`config.mk`:
```
export PLATFORM = sky130hd
export DESIGN_NAME = rom_reader
export DESIGN_NICKNAME = d
export VERILOG_FILES = /design/src/rtl/rom_reader.sv
export SDC_FILE = /design/constraint.sdc
export NUM_CORES = 1
export LEC_CHECK = 0
export ABC_AREA = 1
export CAP_MARGIN = 10
export CORE_MARGIN = 5
export CORE_UTILIZATION = 45
export CTS_CLUSTER_DIAMETER = 80
export DETAILED_ROUTE_END_ITERATION = 7
export PLACE_DENSITY = 0.75
export SLEW_MARGIN = 5
export SYNTH_ARGS = -nofsm -noshare
export SYNTH_HDL_FRONTEND = slang
export SYNTH_SLANG_ARGS = --single-unit
```
`constraint.sdc`:
```
create_clock -name CK -period 5 [get_ports CK]
set_clock_uncertainty 0.15 [all_clocks]
set_input_delay 1 -clock CK [delete_from_list [all_inputs] [get_ports CK]]
set_output_delay 1 -clock CK [all_outputs]
set_load 0.005 [all_outputs]
```
`src/rtl/rom_reader.sv`:
```
// Burst reader for a synchronous ROM: issues credit-limited reads and streams words out through a small FIFO.
// Optional request bound check enabled by defining ROM_READER_BOUND_CHECK_EN.
module rom_reader #(
  parameter int FIFO_DEPTH = 4
) (
  input  logic        CK,
  input  logic        RST,
  input  logic        REQ_VALID,
  output logic        REQ_READY,
  input  logic [19:0] REQ_ADDR,
  input  logic [9:0]  REQ_LEN,
  output logic [19:0] ROM_A,
  output logic        ROM_OE,
  input  logic [15:0] ROM_Q,
  output logic        DOUT_VALID,
  input  logic        DOUT_READY,
  output logic [15:0] DOUT_DATA,
  output logic        DOUT_LAST,
  output logic        BUSY,
  output logic        ERR,
  output logic [1:0]  dbg_state
);

  localparam int AW = $clog2(FIFO_DEPTH);
  localparam int CW = AW + 1;

  typedef enum logic [1:0] {
    IDLE  = 2'd0,
    ISSUE = 2'd1,
    DRAIN = 2'd2
  } state_t;

  // Handshakes: REQ and DOUT both transfer on the CK edge where valid and ready are 1;
  // a valid producer holds its payload stable until that edge.

  state_t          state_q, state_d;
  logic [19:0]     rom_a_q, rom_a_d;
  logic            rom_oe_q, rom_oe_d;
  logic [9:0]      cnt_q, cnt_d;
  logic            tag_v_q, tag_v_d;
  logic            tag_last_q, tag_last_d;
  logic [16:0]     mem_q [FIFO_DEPTH];
  logic [16:0]     mem_d [FIFO_DEPTH];
  logic [AW-1:0]   wr_q, wr_d;
  logic [AW-1:0]   rd_q, rd_d;
  logic [CW-1:0]   count_q, count_d;

  logic            accept;
  logic            reject;
  logic            push;
  logic            pop;
  logic            head_last;
  logic [CW:0]     used;
  logic            credit;
  logic            issue;

  assign accept    = REQ_VALID && (state_q == IDLE);
  assign push      = tag_v_q;
  assign pop       = DOUT_VALID && DOUT_READY;
  assign head_last = mem_q[rd_q][16];

  // Credit ignores a same-cycle pop, so the FIFO can never be oversubscribed.
  assign used   = {1'b0, count_q} + {{CW{1'b0}}, tag_v_q};
  assign credit = used < (CW+1)'(FIFO_DEPTH);
  assign issue  = (state_q == ISSUE) && credit;

`ifdef ROM_READER_BOUND_CHECK_EN
  logic [20:0] end_addr;
  logic        err_q, err_d;

  assign end_addr = {1'b0, REQ_ADDR} + {11'b0, REQ_LEN};
  assign reject   = end_addr > 21'd786431;

  always_comb begin
    err_d = err_q;
    if (accept) err_d = reject;
  end

  always_ff @(posedge CK or posedge RST) begin
    if (RST) err_q <= 1'b0;
    else     err_q <= err_d;
  end

  assign ERR = err_q;
`else
  assign reject = 1'b0;
  assign ERR    = 1'b0;
`endif

  always_comb begin
    state_d    = state_q;
    rom_a_d    = rom_a_q;
    rom_oe_d   = rom_oe_q;
    cnt_d      = cnt_q;
    tag_v_d    = 1'b0;
    tag_last_d = 1'b0;
    mem_d      = mem_q;
    wr_d       = wr_q;
    rd_d       = rd_q;
    count_d    = count_q;

    if (push) begin
      mem_d[wr_q] = {tag_last_q, ROM_Q};
      wr_d        = wr_q + AW'(1);
    end
    if (pop) rd_d = rd_q + AW'(1);
    if (push && !pop)      count_d = count_q + CW'(1);
    else if (!push && pop) count_d = count_q - CW'(1);

    // The tag rides one edge behind ROM_A, matching the ROM's registered read.
    if (issue) begin
      tag_v_d    = 1'b1;
      tag_last_d = (cnt_q == 10'd0);
    end

    case (state_q)
      IDLE: begin
        if (accept && !reject) begin
          rom_a_d  = REQ_ADDR;
          rom_oe_d = 1'b1;
          cnt_d    = REQ_LEN;
          state_d  = ISSUE;
        end
      end
      ISSUE: begin
        if (issue) begin
          rom_a_d = rom_a_q + 20'd1;
          if (cnt_q == 10'd0) state_d = DRAIN;
          else                cnt_d   = cnt_q - 10'd1;
        end
      end
      DRAIN: begin
        if (push && tag_last_q) rom_oe_d = 1'b0;
        if (pop && head_last)   state_d  = IDLE;
      end
      default: state_d = IDLE;
    endcase
  end

  always_ff @(posedge CK or posedge RST) begin
    if (RST) begin
      state_q    <= IDLE;
      rom_a_q    <= 20'd0;
      rom_oe_q   <= 1'b0;
      cnt_q      <= 10'd0;
      tag_v_q    <= 1'b0;
      tag_last_q <= 1'b0;
      wr_q       <= '0;
      rd_q       <= '0;
      count_q    <= '0;
      for (int i = 0; i < FIFO_DEPTH; i++) mem_q[i] <= 17'd0;
    end else begin
      state_q    <= state_d;
      rom_a_q    <= rom_a_d;
      rom_oe_q   <= rom_oe_d;
      cnt_q      <= cnt_d;
      tag_v_q    <= tag_v_d;
      tag_last_q <= tag_last_d;
      wr_q       <= wr_d;
      rd_q       <= rd_d;
      count_q    <= count_d;
      mem_q      <= mem_d;
    end
  end

  assign REQ_READY  = (state_q == IDLE);
  assign BUSY       = (state_q != IDLE);
  assign ROM_A      = rom_a_q;
  assign ROM_OE     = rom_oe_q;
  assign DOUT_VALID = (count_q != '0);
  assign DOUT_DATA  = mem_q[rd_q][15:0];
  assign DOUT_LAST  = head_last;
  assign dbg_state  = state_q;

endmodule

```
==> results by group <==
Run status
  • Status: finished clean

Worst hold path
  • Hold WC Path Type: reg2reg
  • Hold Crit Depth: 2

Final layout
  • Most frequent cells in the layout: 192 x nand2_1, 121 x o21ai_0, 110 x dfrtp_1
  • Post-layout util: 0.570
  • Diodes inserted: 0
  • FILL cells: 1171
  • Leading cell type in the layout, fill and taps excluded: nand2_1
  • Area Overhead vs Synth: 23.0%
  • Fin nets: 866
  • Non-Filler Instances: 981
  • Share of layout cells above drive strength 1: 0.0467

Critical path
  • CP endpoint kind: primary output
  • CP Capture Point: DOUT_DATA[12]
  • Setup Crit Path Kind: reg2out
  • RR Endpoint: ROM_A[12]
  • Cell count of the worst reg-to-reg path: 8
  • Crit-path max FO: 35
  • Setup crit start kind: register
  • CP Launch Point: rd_q[0]
  • Worst r2r src: dbg_state[1]
  • Critical Path RT: 3.85 ns
  • CP arrival: 2.45 ns
  • Worst reg2reg setup slack: 2.66 ns

Global routing
  • Initial antenna violation count: 1
  • Pin count of the biggest net entering global routing: 82
  • First-pass GRT wire length: 23.4 mm
  • Vias in the first global route: 4985
  • Total GRT Usage: 0.193
  • Total gr overflow: 0

Placed design
  • I/O Buffers: 92
  • Placed cell count: 965
  • Final HPWL DP: 9.41 mm
  • Routability Congestion: 0.827

Synthesis
  • Post-synth top flop: dfrtp_1
  • Yosys cell types: 35
  • Yosys reg bits: 110
  • EDFF count, synth: 0
  • Syn_area_per_cell: 7.62 sq um
  • YS warnings: 0
  • Asr flop ratio synth: 1.00
  • Synth Net Count: 794
  • Mapped Cells: 736
  • Post-Synthesis Cell Area: 0.00561 sq mm
  • Sequential-to-total area share from yosys stat: 0.491

Die
  • Die ar.: 0.0148 sq mm
  • Die Y: 122 microns
  • Starting density of the core: 0.463
  • Die Wd: 122 microns
  • Core region area: 0.0121 sq mm
  • Site Rows: 40
  • I/O Pins: 94

Timing
  • Actual slew at the worst max-slew pin: 1.09 ns
  • Max-slew violations: 0
  • Fin crit period: 3.60 ns
  • Hold_ws: 0.327 ns
  • Fin crit share: 0.720
  • Final Hold Viols: 0
  • Fmax: 0.278 GHz
  • Slew HR: 0.271
  • Total Neg Setup Slack: 0 ns
  • Setup violations, final: 0
  • RSZ-0062 raised after global routing: false

Job
  • Max cap viols: 0

Detailed routing
  • Routed vias: 5121
  • Via density: 5.22
  • ANT nets after route: 0
  • DRC Markers: 0
  • Routed wire length: 13.7 mm
  • Wire per inst: 14.0 microns
  • DR iter-0 viols: 396
  • Drt pass-1 iters: 5

CTS
  • CTS Buf Count: 9
  • CTS tree: built
  • Clk sinks: 110
  • Clock latency on the worst-skew pair: 0.35 ns
  • Cts repair resizes: 0
  • Clk buf depth: 2
  • # hold bufs at CTS: 0
  • H-tree lvl count: 3
  • Worst-path clk slew: 0.07 ns
  • CTS root buf: clkbuf_16
  • Postcts setup bufs: 0

Power and ir drop
  • Power Internal: 0.00269 W
  • PwrDens: 664 mW/mm^2
  • Logic pwr share: 0.477
  • Total Power: 0.00458 W
  • Psw: 0.00189 W
  • Switching Share: 0.413
  • Peak VDD IR: 296 uV
  • Leakage: 3.25 nW
  • Flop pwr share: 0.368
  • Clock share of power: 0.155
final cells by class:
cell class                 count  area, sq um  share of cell area
timing repair buffer          96          951               0.138
clock inverter                 6         61.3             0.00888
tap                          168          210              0.0305
sequential                   110         2750               0.399
multi-input combinational    528         2460               0.356
inverter                      63          239              0.0346
clock buffer                  10          229              0.0332
sequential cells by signal, indices dropped and copies added (netlist names):
signal,flops
ROM_A,20
tag_last_q,1
count_q,3
rd_q,2
wr_q,2
dbg_state,2
mem_q,68
cnt_q,10
ROM_OE,1
push,1
routing by layer:
layer / GRT usage / wire length [microns]
met2: 0.317 / 6430
met4: 0.0483 / 179
met5: 0 / 20
met3: 0.0613 / 1010
met1: 0.249 / 6100
power groups by stage:
stage,registers (W),logic [W],clock network (W)
after floorplan,0.00157,0.00146,0
after global placement,0.00167,0.00211,0
after detailed placement,0.00168,0.00219,0
after CTS,0.00167,0.00220,0.000726
after global routing,0.00174,0.00249,0.000767
final,0.00169,0.00218,0.000711
critical path: stages (launching register included):
cell and delay, ns:
dfrtp_1 0.35, clkinv_1 0.69, o21ai_0 0.47, o22ai_1 0.13, clkdlybuf4s50_1 0.46
cell usage after synthesis (2+ instances only):
cell type | count | area share
buf_4 | 3 | 0.0040
o21bai_1 | 3 | 0.0040
o21ai_1 | 13 | 0.012
nand2_2 | 2 | 0.0022
a31oi_1 | 2 | 0.0022
inv_1 | 55 | 0.037
a21oi_1 | 6 | 0.0054
inv_2 | 7 | 0.0047
dfrtp_1 | 110 | 0.49
o22ai_1 | 19 | 0.021
o21ai_0 | 121 | 0.11
xor2_1 | 5 | 0.0078
nand4_1 | 7 | 0.0078
or2_2 | 3 | 0.0033
nand3b_1 | 2 | 0.0027
nor2_1 | 98 | 0.066
nand2_1 | 192 | 0.13
nand3_1 | 33 | 0.029
clkbuf_1 | 22 | 0.015
buf_2 | 9 | 0.0080
nor2_2 | 2 | 0.0022
ha_1 | 7 | 0.016
a22oi_1 | 2 | 0.0027
xnor2_1 | 2 | 0.0031
how the worst min path moves through the flow:
stage               from        end  slack, ns
6_report          ROM_OE     ROM_OE       0.33
2_1_floorplan  mem_q[17]  mem_q[17]       0.30
3_3_place_gp      ROM_OE     ROM_OE       0.31
5_1_grt        mem_q[14]  mem_q[14]       0.36
4_1_cts           ROM_OE     ROM_OE       0.33
3_5_place_dp      ROM_OE     ROM_OE       0.32
metrics by stage:
step,worst slack (ns),cell area [sq um]
after floorplan,0.948,5610
after global placement,1.87,6610
after detailed placement,1.77,6610
after CTS,1.38,6900
after global routing,1.13,6900
final,1.40,6900
logic make-up after synthesis:
family,share of synthesized area
mux,0.00201
simple gates,0.248
flops,0.491
other cells,0.000669
compound gates,0.158
buf+inv,0.0709
fa+ha+maj,0.0192
xor+xnor,0.0109
Power figures use the tool's default switching activity.
